$ cat config.mk
export PLATFORM = sky130hd
export DESIGN_NAME = block_renderer
export DESIGN_NICKNAME = d
export VERILOG_FILES = /design/src/rtl/block_renderer.sv
export SDC_FILE = /design/constraint.sdc
export NUM_CORES = 1
export LEC_CHECK = 0
export ABC_AREA = 0
export BUFFER_PORTS_ARGS = -buffer_cell sky130_fd_sc_hd__buf_2
export CORE_MARGIN = 8
export CORE_UTILIZATION = 50
export CTS_BUF_LIST = sky130_fd_sc_hd__clkbuf_8
export DETAILED_ROUTE_END_ITERATION = 7
export HOLD_SLACK_MARGIN = 0.03
export PLACE_DENSITY = 0.72
export SETUP_SLACK_MARGIN = 0.4
export SYNTH_ARGS = -nofsm -noshare
export SYNTH_HDL_FRONTEND = slang
export SYNTH_SLANG_ARGS = --single-unit
$ cat constraint.sdc
create_clock -name clk -period 3.48 [get_ports clk]
set_input_delay 0.174 -clock clk [delete_from_list [all_inputs] [get_ports clk]]
set_output_delay 0.174 -clock clk [all_outputs]
set_load 0.005 [all_outputs]
$ cat src/rtl/block_renderer.sv
// block_renderer: turns block position and game status into one-pixel-per-cycle VGA writes.
// Full-screen fill on status change; per frame tick an optional erase of the old block, then a draw.
module block_renderer #(
    parameter int          BLOCK_W      = 20,
    parameter int          BLOCK_H      = 8,
    parameter int          SCREEN_W     = 160,
    parameter int          SCREEN_H     = 120,
    parameter logic [2:0]  BG_COLOUR    = 3'b000,
    parameter logic [2:0]  BLOCK_COLOUR = 3'b111
) (
    input  logic       clk,
    input  logic       resetn,
    input  logic       sync,
    input  logic [7:0] x,
    input  logic [6:0] y,
    input  logic [1:0] game_status,
    output logic [7:0] vga_x,
    output logic [6:0] vga_y,
    output logic [2:0] colour,
    output logic       plot,
    output logic       busy,
    output logic       frame_done
);

    typedef enum logic [1:0] {CLEAR, WAIT, ERASE, DRAW} state_t;

    localparam logic [7:0] BW_LAST = 8'(BLOCK_W - 1);
    localparam logic [6:0] BH_LAST = 7'(BLOCK_H - 1);
    localparam logic [7:0] SW_LAST = 8'(SCREEN_W - 1);
    localparam logic [6:0] SH_LAST = 7'(SCREEN_H - 1);

    state_t     state_reg, state_next;
    logic [7:0] cnt_x_reg, cnt_x_next;
    logic [6:0] cnt_y_reg, cnt_y_next;
    logic       pending_reg, pending_next;
    logic       last_valid_reg, last_valid_next;
    logic [1:0] st_q_reg, st_q_next;
    logic [7:0] nx_reg, nx_next, lx_reg, lx_next;
    logic [6:0] ny_reg, ny_next, ly_reg, ly_next;
    logic [2:0] fill_reg, fill_next;
    logic       done_reg, done_next;

    logic [7:0] vga_x_reg, vga_x_next;
    logic [6:0] vga_y_reg, vga_y_next;
    logic [2:0] colour_reg, colour_next;
    logic       plot_reg, plot_next;
    logic       busy_reg, busy_next;
    logic       frame_done_reg, frame_done_next;

    logic       do_erase;
    logic       scan_draw;
    logic [7:0] base_x;
    logic [6:0] base_y;
    logic [8:0] px;
    logic [7:0] py;

    assign vga_x      = vga_x_reg;
    assign vga_y      = vga_y_reg;
    assign colour     = colour_reg;
    assign plot       = plot_reg;
    assign busy       = busy_reg;
    assign frame_done = frame_done_reg;

    // An erase is only needed when the block slid sideways on the same row;
    // otherwise ERASE falls straight through to the first DRAW pixel.
    assign do_erase  = last_valid_reg && (ly_reg == ny_reg) && (lx_reg != nx_reg);
    assign scan_draw = (state_reg == DRAW) || ((state_reg == ERASE) && !do_erase);
    assign base_x    = scan_draw ? nx_reg : lx_reg;
    assign base_y    = scan_draw ? ny_reg : ly_reg;
    assign px        = {1'b0, base_x} + {1'b0, cnt_x_reg};
    assign py        = {1'b0, base_y} + {1'b0, cnt_y_reg};

    always_comb begin
        state_next      = state_reg;
        cnt_x_next      = cnt_x_reg;
        cnt_y_next      = cnt_y_reg;
        pending_next    = pending_reg;
        last_valid_next = last_valid_reg;
        st_q_next       = st_q_reg;
        nx_next         = nx_reg;
        ny_next         = ny_reg;
        lx_next         = lx_reg;
        ly_next         = ly_reg;
        fill_next       = fill_reg;
        done_next       = 1'b0;
        vga_x_next      = vga_x_reg;
        vga_y_next      = vga_y_reg;
        colour_next     = colour_reg;
        plot_next       = 1'b0;
        busy_next       = (state_reg != WAIT);
        frame_done_next = done_reg;

        if (sync && (state_reg != WAIT))
            pending_next = 1'b1;

        case (state_reg)
            CLEAR: begin
                vga_x_next  = cnt_x_reg;
                vga_y_next  = cnt_y_reg;
                colour_next = fill_reg;
                plot_next   = 1'b1;
                if (cnt_x_reg == SW_LAST) begin
                    cnt_x_next = '0;
                    if (cnt_y_reg == SH_LAST) begin
                        cnt_y_next = '0;
                        state_next = WAIT;
                        done_next  = 1'b1;
                    end else begin
                        cnt_y_next = cnt_y_reg + 7'd1;
                    end
                end else begin
                    cnt_x_next = cnt_x_reg + 8'd1;
                end
            end
            WAIT: begin
                cnt_x_next = '0;
                cnt_y_next = '0;
                if (game_status != st_q_reg) begin
                    st_q_next       = game_status;
                    last_valid_next = 1'b0;
                    state_next      = CLEAR;
                    case (game_status)
                        2'b10:   fill_next = 3'b100;
                        2'b11:   fill_next = 3'b010;
                        default: fill_next = BG_COLOUR;
                    endcase
                end else if (st_q_reg == 2'b01) begin
                    if (sync || pending_reg) begin
                        nx_next      = x;
                        ny_next      = y;
                        pending_next = 1'b0;
                        state_next   = ERASE;
                    end
                end else begin
                    pending_next = 1'b0;
                end
            end
            default: begin
                // ERASE and DRAW share the rectangle scan; scan_draw picks origin and colour.
                vga_x_next  = px[7:0];
                vga_y_next  = py[6:0];
                colour_next = scan_draw ? BLOCK_COLOUR : BG_COLOUR;
                plot_next   = (px < 9'(SCREEN_W)) && (py < 8'(SCREEN_H));
                if (cnt_x_reg == BW_LAST) begin
                    cnt_x_next = '0;
                    if (cnt_y_reg == BH_LAST) begin
                        cnt_y_next = '0;
                        if (scan_draw) begin
                            lx_next         = nx_reg;
                            ly_next         = ny_reg;
                            last_valid_next = 1'b1;
                            state_next      = WAIT;
                            done_next       = 1'b1;
                        end else begin
                            state_next = DRAW;
                        end
                    end else begin
                        cnt_y_next = cnt_y_reg + 7'd1;
                    end
                end else begin
                    cnt_x_next = cnt_x_reg + 8'd1;
                end
            end
        endcase
    end

    always_ff @(posedge clk or negedge resetn) begin
        if (!resetn) begin
            state_reg      <= CLEAR;
            cnt_x_reg      <= '0;
            cnt_y_reg      <= '0;
            pending_reg    <= 1'b0;
            last_valid_reg <= 1'b0;
            st_q_reg       <= 2'b00;
            nx_reg         <= '0;
            ny_reg         <= '0;
            lx_reg         <= '0;
            ly_reg         <= '0;
            fill_reg       <= BG_COLOUR;
            done_reg       <= 1'b0;
            vga_x_reg      <= '0;
            vga_y_reg      <= '0;
            colour_reg     <= '0;
            plot_reg       <= 1'b0;
            busy_reg       <= 1'b1;
            frame_done_reg <= 1'b0;
        end else begin
            state_reg      <= state_next;
            cnt_x_reg      <= cnt_x_next;
            cnt_y_reg      <= cnt_y_next;
            pending_reg    <= pending_next;
            last_valid_reg <= last_valid_next;
            st_q_reg       <= st_q_next;
            nx_reg         <= nx_next;
            ny_reg         <= ny_next;
            lx_reg         <= lx_next;
            ly_reg         <= ly_next;
            fill_reg       <= fill_next;
            done_reg       <= done_next;
            vga_x_reg      <= vga_x_next;
            vga_y_reg      <= vga_y_next;
            colour_reg     <= colour_next;
            plot_reg       <= plot_next;
            busy_reg       <= busy_next;
            frame_done_reg <= frame_done_next;
        end
    end

endmodule

==> summary.md, run 1 <==
| Metric | Value |
|---|---|
| Status | complete, but fails checks |
| Failing checks | negative setup slack |
| CP Launch Point | ny_reg[5] |
| P_sw | 688 uW |
| Hold Slack | 0.0442 ns |
| DP HPWL | around 6.8 mm |
| Setup WS post-layout | -0.0380 ns |
| Buf/Inv on CP | 1 |
| Register area share after synthesis | around 44% |
| Placer Congestion | a little under 0.9 |
| Die Ht | 108 um |
| Slowest stage delay, CP | between 0.4 and 0.5 ns |
| Clk_skew | 0.0144 ns |
| Initial antenna violation count | 0 |
| Final min period | around 3.5 ns |
| DRT iter0 DRCs | 140 |
| Layout area overhead | 24.6% |
| Gr ovfl total | 0 |
| GRT Util Overall | between 10% and 20% |
| Drt total wl | 10.7 mm |
| Flops & latches, synth | 75 |
| WHS Path Cells | 2 |
| Setup crit end | plot |
| Site Rows | 33 |
| Cell taking the most area after synthesis | dfrtp_1 |
| Final core utilization | 64.5% |
| Setup WS pre-CTS | -0.0288 ns |
| R2R depth | 15 |
| Max-cap viol count | 0 |
| Post-synthesis cell count | 395 |
| Final setup viols | 1 |
| DRT Pass-1 Iters | 4 |
| Leakage | roughly 0.0026 uW |
| Layout cells sized above 1 | 38.4% |
| CP top delay family | compound AO/OA/AOI/OAI gates |
| Yosys warns | 0 |
| CTS tree | yes |
| Boundary Pins | 41 |
| Crit-path max FO | 6 |
| Area of the multi-input gates | 2520 um2 |
| Reg2reg end | plot |
| Crit path DAT | 3.75 ns |
| Slew margin rel. | between 30% and 40% |
| Synth top area cells | dfrtp_1 44%, mux2_2 9.8%, ha_1 5.3% |
| Sw frac | 31.3% |
| Distinct cells, synth | 55 |
| Slowest-stage cell, CP | dfrtp_2 |
| Register area | 1880 um2 |
| Clock transition at path regs | roughly 0.090 ns |
| Setup TNS | -0.0380 ns |
| # clock sinks | 75 |
| Sequential fraction of design power | between 40% and 50% |
| Startpoint Class | flop |
| Fin nets | 509 |
| Crit Path Category | flop to flop |
| Cts bufs inserted | 9 |
| CP endpoint kind | flop |
| Detail Route Antenna Nets | 0 |
| RSZ-0062 raised after global routing | true |
| Area post-placement | 4610 um2 |
| Cell mode on critical path | a21oi_2 |
| Worst-path cell chain | xor2_2 > nor4_2 > nand4_1 > a21oi_2 > nand2b_4 > buf_6 > mux2_4 > ha_4 > fa_2 > a211o_1 > o211ai_1 > a21oi_2 > xnor2_2 > o2111ai_1 > a2bb2oi_1 |
| Largest net degree at the start of global routing | 76 |
| Max clock buf depth | 2 |
| Vias in the first global route | 3412 |
| Tcrit/Tclk final | 101% |
| # DRC | 0 |
| Vias | 3265 |
| Final Max Tran Viols | 0 |
| Worst hold path class | input port to flop |
| Req. time, crit path | 3.71 ns |
| Die W | 108 um |
| Starting density of the core | 51.8% |
| Max Freq | about 0.28 GHz |
| Worst r2r src | ny_reg[5] |
| Async SR Flop Fraction | between 90% and 100% |
| Core area | ~8000 um2 |
| Worst skew pair latency | 0.35 ns |
| Layout Cell Area excl Fill | 5300 um2 |
| Clock group share of total power | between 30% and 40% |
| Avg WL per Cell | about 18 um |
| Pwr Density | 415 nW/um2 |
| Pint | 1510 uW |
| Post-synthesis net count | 435 |
| DR vias/cell | around 5.6 |
| IO buf count | 40 |
| Share of the synthesized area in the top cell type | a little over two fifths |
| Cell depth of the worst setup path | 15 |
| EDFF count, synth | 0 |
| Fillers | roughly 630 |
| Worst slew pin tran | 0.963 ns |
| VDD IR max | 0.247 mV |
| Mapped cell area | 4250 um2 |
| Synthesized area per cell | 10.8 um2 |
| First-pass GRT wire length | 17.1 mm |
| H-tree levels | 3 |
| Diodes inserted | 0 |
| Top FF cell, synth | dfrtp_1 |
| Hold Vio Cnt, Final | 0 |
| Comb power frac | between 20% and 30% |
| R2R Setup Slk | -0.04 ns |
| Die area | about 12000 um2 |
| CTS Root Cell | clkbuf_8 |
-- kinds of logic after synthesis --
family,count (synthesis),share of synthesized area [%]
adder cells (fa/ha/maj),20,6.24
XOR/XNOR,31,6.38
flip-flops,75,44.1
buffers and inverters,25,3.21
AO/OA/AOI/OAI,78,11.4
AND/OR/NAND/NOR,106,12.5
multiplexers,60,16.1
-- timing repair --
item / in CTS / in global routing
endpoints found under the setup margin: 9 / 11
setup buffers: 16 / 12
resized for setup: 36 / 24
hold endpoints to repair: 74 / 0
pin swaps: 20 / 19
hold buffers: 1 / 0
-- final cells by class --
| cell class | count | share of cell area (%) |
|---|---|---|
| tap | 105 | 2.48 |
| timing repair buffer | 81 | 10.2 |
| multi-input combinational | 295 | 47.6 |
| inverter | 7 | 0.496 |
| sequential | 75 | 35.5 |
| clock buffer | 9 | 2.34 |
| clock inverter | 7 | 1.35 |
-- how the worst min path moves through the flow --
stage / start / endpoint / slack, ns
2_1_floorplan: resetn / cnt_x_reg[0] / -0.12
3_3_place_gp: done_reg / frame_done / 0.33
3_5_place_dp: done_reg / frame_done / 0.34
4_1_cts: x[0] / nx_reg[0] / 0.03
5_1_grt: x[2] / nx_reg[2] / 0.04
6_report: x[0] / nx_reg[0] / 0.04
-- per-stage QoR --
step / power (uW) / cells
final: 2200 / 579
after global routing: 2330 / 579
after CTS: 2180 / 567
after detailed placement: 1490 / 534
after global placement: 1460 / 534
after floorplan: 1320 / 395
-- synthesized netlist by cell type (2+ instances only) --
master	instances
o211ai_1	2
mux2_2	37
inv_1	6
dfrtp_1	74
fa_1	2
nand4_1	3
nor3_1	7
ha_1	18
nand2_1	28
nand3_1	15
nor2b_1	3
a21oi_1	16
nor4_1	4
xnor2_1	8
a211oi_1	5
buf_1	2
a211o_1	4
clkbuf_1	8
mux2i_1	15
and3_1	5
mux2_4	8
xor2_1	23
buf_2	4
o22ai_1	2
or3_1	4
a22oi_1	2
nand2b_1	7
nor2_1	22
a31oi_1	3
o21ai_0	29
a21o_1	5
-- per-layer routing --
metal  vias up  part of all wire [%]  global-route usage [%]  wire length, um
met2        70                    49                    30.2             5270
met5         -                     0                       0                0
met3        21                   3.8                    3.27              401
met4         0                   2.4                    8.92              259
met1      1598                    44                    23.3             4730
li1       1576                     -                       -                -
-- power by group through the flow --
stage | clock network (uW) | logic, uW | registers (uW)
2_1_floorplan | 0 | 252 | 1070
3_3_place_gp | 0 | 376 | 1090
3_5_place_dp | 0 | 392 | 1090
4_1_cts | 681 | 421 | 1080
5_1_grt | 719 | 502 | 1110
6_report | 664 | 448 | 1090
-- placed cells by master (no fill, tap or decap), types with 4 or more instances in the layout --
master	Yosys	routed
dfrtp_1	74	73
buf_2	4	39
buf_4	1	33
mux2_2	37	29
nand2_1	28	28
xor2_1	23	22
nor2_1	22	21
o21ai_0	29	20
mux2_4	8	16
nand3_1	15	15
mux2i_1	15	15
a21oi_1	16	9
ha_1	18	9
clkbuf_8	1	9
o21ai_1	0	8
ha_4	0	8
buf_6	1	8
inv_1	6	6
nor3_1	7	6
xnor2_1	8	5
a21oi_2	0	5
and3_1	5	5
a21o_1	5	5
nand2b_1	7	5
or3_1	4	4
a211o_1	4	4
a211oi_1	5	4
Power figures use the tool's default switching activity.
==> inputs of run 2 (changes only) <==
- SETUP_SLACK_MARGIN: 0.4 -> unset
==> summary.md, run 2 (same netlist as run 1, synthesis figures left out) <==
| Metric | Value |
|---|---|
| Most frequent cells in the layout | 73 x dfrtp_1, 39 x buf_2, 32 x mux2_2 |
| Die area | 11700 um2 |
| Final Max Tran Viols | 0 |
| Crit path DAT | between 3 and 4 ns |
| Final min period | 3.49 ns |
| Cts bufs inserted | 9 |
| Die Ht | 108 um |
| CP endpoint kind | flop |
| Crit-path max FO | 5 |
| Layout area overhead | 22.1% |
| Status | complete, but fails checks |
| DRT iter0 DRCs | 163 |
| Core area | just over 8000 um2 |
| Vias | 3259 |
| Starting density of the core | 51.8% |
| Final core utilization | 63.2% |
| Fin nets | 500 |
| Worst skew pair latency | between 0.3 and 0.4 ns |
| Detail Route Antenna Nets | 0 |
| Req. time, crit path | 3.75 ns |
| First-pass GRT wire length | 16.0 mm |
| DP HPWL | 6.81 mm |
| Worst slew pin tran | between 0.9 and 1 ns |
| GRT Util Overall | 17.1% |
| Clk_skew | 0.0141 ns |
| RSZ-0062 raised after global routing | true |
| Max clock buf depth | 2 |
| Placer Congestion | slightly below 0.9 |
| Commonest non-fill, non-tap cell in the layout | dfrtp_1 |
| Hold Slack | 0.0481 ns |
| VDD IR max | approximately 0.23 mV |
| H-tree levels | 3 |
| Startpoint Class | flop |
| # clock sinks | 75 |
| Fillers | between 600 and 700 |
| Final setup viols | 1 |
| Setup WS post-layout | -0.00745 ns |
| Clock transition at path regs | ~0.09 ns |
| Vias in the first global route | roughly 3200 |
| CTS Root Cell | clkbuf_8 |
| Crit Path Category | flop to flop |
| Initial antenna violation count | 0 |
| Boundary Pins | just over 40 |
| Die W | roughly 110 um |
| Largest net degree at the start of global routing | 76 |
| Slew margin rel. | 35.8% |
| # DRC | 0 |
| Setup WS pre-CTS | 0.0140 ns |
| Site Rows | 33 |
| Diodes inserted | 0 |
| Hold Vio Cnt, Final | 0 |
| Tcrit/Tclk final | 100% |
| IO buf count | 40 |
| Leakage | 0.00259 uW |
| DR vias/cell | 5.72 |
| Max Freq | 0.287 GHz |
| Layout cells sized above 1 | 35.5% |
| Gr ovfl total | 0 |
| Pwr Density | 437 nW/um2 |
| Worst hold path class | input port to flop |
| Drt total wl | approximately 10 mm |
| DRT Pass-1 Iters | 4 |
| CTS tree | yes |
| Max-cap viol count | 0 |
| Avg WL per Cell | 18.0 um |
| Failing checks | negative setup slack |
==> run 2: changes by cell type in the layout (fill, tap and decap cells not counted), sizes merged <==
cell	previous run	this run
buf	80	70
bufinv	1	2
clkbuf	9	10
clkinvlp	2	0
inv	8	9
==> run 2: layer usage <==
metal | vias up | share of wire, % | global-route usage [%]
li1 | 1552 | - | -
met1 | 1602 | 43 | 22.0
met2 | 87 | 50 | 27.5
met3 | 18 | 4.8 | 4.22
met4 | 0 | 1.6 | 5.55
met5 | - | 0 | 0
==> run 2: repair_timing <==
item | 4_1_cts | 5_1_grt
hold endpoints to repair | 74 | 0
hold buffers | 1 | 0
setup endpoints to repair | 1 | 5
resized for setup | 4 | 36
gates cloned | 0 | 1
setup buffers | 0 | 11
pin swaps | 0 | 21
==> run 2: area by class of cell <==
| type | count | area, um2 | area share [%] |
|---|---|---|---|
| Multi-Input combinational cell | 295 | 2470 | 47.5 |
| Sequential cell | 75 | 1880 | 36.2 |
| Timing Repair Buffer | 72 | 474 | 9.13 |
| Tap cell | 105 | 131 | 2.53 |
| Clock buffer | 9 | 124 | 2.39 |
| Clock inverter | 7 | 91.3 | 1.76 |
| Inverter | 7 | 26.3 | 0.506 |
==> run 2: final timing paths <==
check	slack (ns)	cells past startpoint	startpoint	to
hold / removal	0.05	2	y[4]	ny_reg[4]
min in group asynchronous	0.51	2	resetn	vga_x[4]
hold reg to reg	0.34	0	done_reg	frame_done
max in group asynchronous	2.30	2	resetn	nx_reg[0]
setup reg to reg	-0.007	14	ly_reg[2]	plot
setup / recovery	-0.007	14	ly_reg[2]	plot
==> run 2: metrics by stage <==
stage | cells | power [uW] | area (um2) | TNS [ns]
after global routing | 570 | 2370 | 5190 | -0.436
after detailed placement | 541 | 1500 | 4630 | 0
after floorplan | 395 | 1320 | 4260 | 0
after CTS | 558 | 2240 | 4880 | 0
after global placement | 541 | 1480 | 4630 | 0
final | 570 | 2270 | 5190 | -0.00745
==> run 2: report_power, final <==
group | switching [uW] | internal [uW]
Combinational | 235 | 210
Sequential | 114 | 966
Clock | 340 | 403
Total | 688 | 1580
==> run 2: worst max-delay path: stages, from the launching register on <==
cell	delay, ns
dfrtp_1	0.39
xor2_1	0.17
nor4_1	0.33
nand4_1	0.17
a21oi_2	0.16
nand2b_4	0.21
mux2_4	0.33
ha_4	0.18
fa_2	0.36
a211o_1	0.27
o211ai_1	0.14
a21oi_2	0.14
xnor2_1	0.24
o2111ai_1	0.18
a2bb2oi_2	0.14
==> inputs of run 3 (changes only) <==
- CTS_CLUSTER_SIZE: unset -> 14
- SETUP_SLACK_MARGIN: unset -> 0.3
==> summary.md, run 3 (same netlist as run 1, synthesis figures left out) <==
| Metric | Value |
|---|---|
| Status | complete, but fails checks |
| Failing checks | negative setup slack |
| Worst Hold Endpoint | nx_reg[7] |
| Tcrit/Tclk final | 101% |
| # clock sinks | between 70 and 80 |
| Site Rows | 33 |
| Initial antenna violation count | 0 |
| R2R Setup Slk | -0.03 ns |
| Vias in the first global route | between 3000 and 4000 |
| Placer Congestion | 0.867 |
| Startpoint Class | flop |
| Most frequent cells in the layout | 74 x dfrtp_1, 39 x buf_2, 37 x buf_4 |
| Fin nets | 510 |
| First-pass GRT wire length | 17.1 mm |
| Starting density of the core | 51.8% |
| Boundary Pins | 41 |
| Hold path start | x[7] |
| Cell mode on critical path | a21oi_2 |
| Layout area overhead | 26.2% |
| CP endpoint kind | flop |
| Gr ovfl total | 0 |
| Max Freq | 0.285 GHz |
| Max-cap viol count | 0 |
| Worst skew pair latency | 0.36 ns |
| WHS Path Cells | 2 |
| Worst hold path class | input port to flop |
| Drt total wl | 10.6 mm |
| Layout cells sized above 1 | 38.7% |
| CTS tree | yes |
| Max clock buf depth | 2 |
| Worst slew pin tran | 0.956 ns |
| DP HPWL | 6.67 mm |
| CTS Root Cell | clkbuf_8 |
| Worst r2r src | ny_reg[4] |
| Cts bufs inserted | 9 |
| Core area | 8220 um2 |
| # DRC | 0 |
| Final min period | 3.51 ns |
| Fillers | ~630 |
| VDD IR max | about 0.26 mV |
| Reg2reg end | plot |
| Hold Vio Cnt, Final | 0 |
| Crit-path max FO | 7 |
| Req. time, crit path | 3.70 ns |
| Worst-path cell chain | xor2_1 > nor4_2 > nand4_1 > a21oi_2 > nand2b_4 > buf_6 > mux2_4 > ha_4 > fa_2 > a211o_1 > o211ai_1 > a21oi_2 > xnor2_2 > o2111ai_2 > a2bb2oi_2 |
| Largest net degree at the start of global routing | between 70 and 80 |
| H-tree levels | 3 |
| Slowest stage delay, CP | 0.40 ns |
| Slowest-stage cell, CP | dfrtp_1 |
| Avg WL per Cell | 18.4 um |
| DRT Pass-1 Iters | 4 |
| Crit path DAT | 3.74 ns |
| GRT Util Overall | 18.6% |
| RSZ-0062 raised after global routing | true |
| Final Power | 2430 uW |
| DRT iter0 DRCs | 186 |
| Leakage | 0.00264 uW |
| Final core utilization | 65.3% |
| Pwr Density | 453 nW/um2 |
| Crit Path Category | flop to flop |
| Die area | around 12000 um2 |
| Final Max Tran Viols | 0 |
| Diodes inserted | 0 |
| Slew margin rel. | 36.3% |
| DR vias/cell | a little under 6 |
| Detail Route Antenna Nets | 0 |
| Clk_skew | 0.00900 ns |
| Vias | 3389 |
| IO buf count | 40 |
| Final setup viols | 1 |
| Setup WS post-layout | -0.0339 ns |
| Die W | 108 um |
| Commonest non-fill, non-tap cell in the layout | dfrtp_1 |
| Die Ht | 108 um |
| Clock transition at path regs | around 0.08 ns |
| R2R depth | 15 |
## run 3: cell types whose count changed in the layout (fill, tap and decap cells not counted), moves of 3 or more
cell | before | now
ha_1 | 11 | 8
buf_4 | 29 | 37
buf_6 | 1 | 5
o21ai_1 | 1 | 4
o21ai_0 | 28 | 24
## run 3: worst max-delay path by stage
stage | from | endpoint | slack [ns]
after CTS | ly_reg[5] | plot | 0.16
final | ny_reg[4] | plot | -0.03
after global routing | ny_reg[4] | plot | -0.20
after detailed placement | ny_reg[2] | vga_x[7] | -0.002
after global placement | nx_reg[4] | plot | 0.01
after floorplan | ny_reg[4] | plot | 0.18
## run 3: metrics by stage
step                worst slack [ns]  hold slack [ns]  std cells  cell area (um2)  TNS (ns)
finish                       -0.0339           0.0478        580             5370   -0.0339
global route                  -0.195           0.0416        580             5370    -0.409
CTS                            0.162           0.0339        571             5210         0
detailed placement          -0.00212            0.335        535             4620  -0.00321
global placement              0.0114            0.334        535             4620         0
floorplan                      0.181           -0.122        395             4300         0
## run 3: power by group
group          leakage, uW  total, uW  switching [uW]  internal [uW]
combinational      0.00151        451             234            217
sequential        0.000995       1090             121            966
clock             0.000135        897             348            549
total              0.00264       2430             702           1730
## run 3: layout make-up
type	instances	area [um2]	share of cell area, %
Multi-Input combinational cell	295	2530	47.1
Tap cell	105	131	2.45
Clock inverter	7	141	2.63
Inverter	7	26.3	0.489
Clock buffer	9	124	2.31
Sequential cell	75	1880	35.0
Timing Repair Buffer	82	539	10.0
## run 3: worst max-delay path, delay by kind of cell, from the launching register on
kind	cells	cell delay, ns
xor gates and xnor gates	2	0.34
AOI/OAI and AO/OA	6	1.00
adders and majority gates	2	0.51
DFF	1	0.40
buffers and inverters	1	0.11
and+or+nand+nor	3	0.71
muxes	1	0.30
## run 3: layer usage
| layer | track usage [%] | wire [um] | up-vias |
|---|---|---|---|
| li1 | - | - | 1570 |
| met1 | 23.3 | 4370 | 1706 |
| met2 | 30.3 | 5420 | 92 |
| met3 | 3.27 | 585 | 21 |
| met4 | 9.12 | 268 | 0 |
| met5 | 0 | 0 | - |
## run 3: what timing repair did
item,CTS,global route
gates resized for setup,33,17
setup endpoints to repair,7,9
endpoints found under the hold margin,74,0
buffers inserted,19,9
hold buffers,1,0
pin swaps,20,14
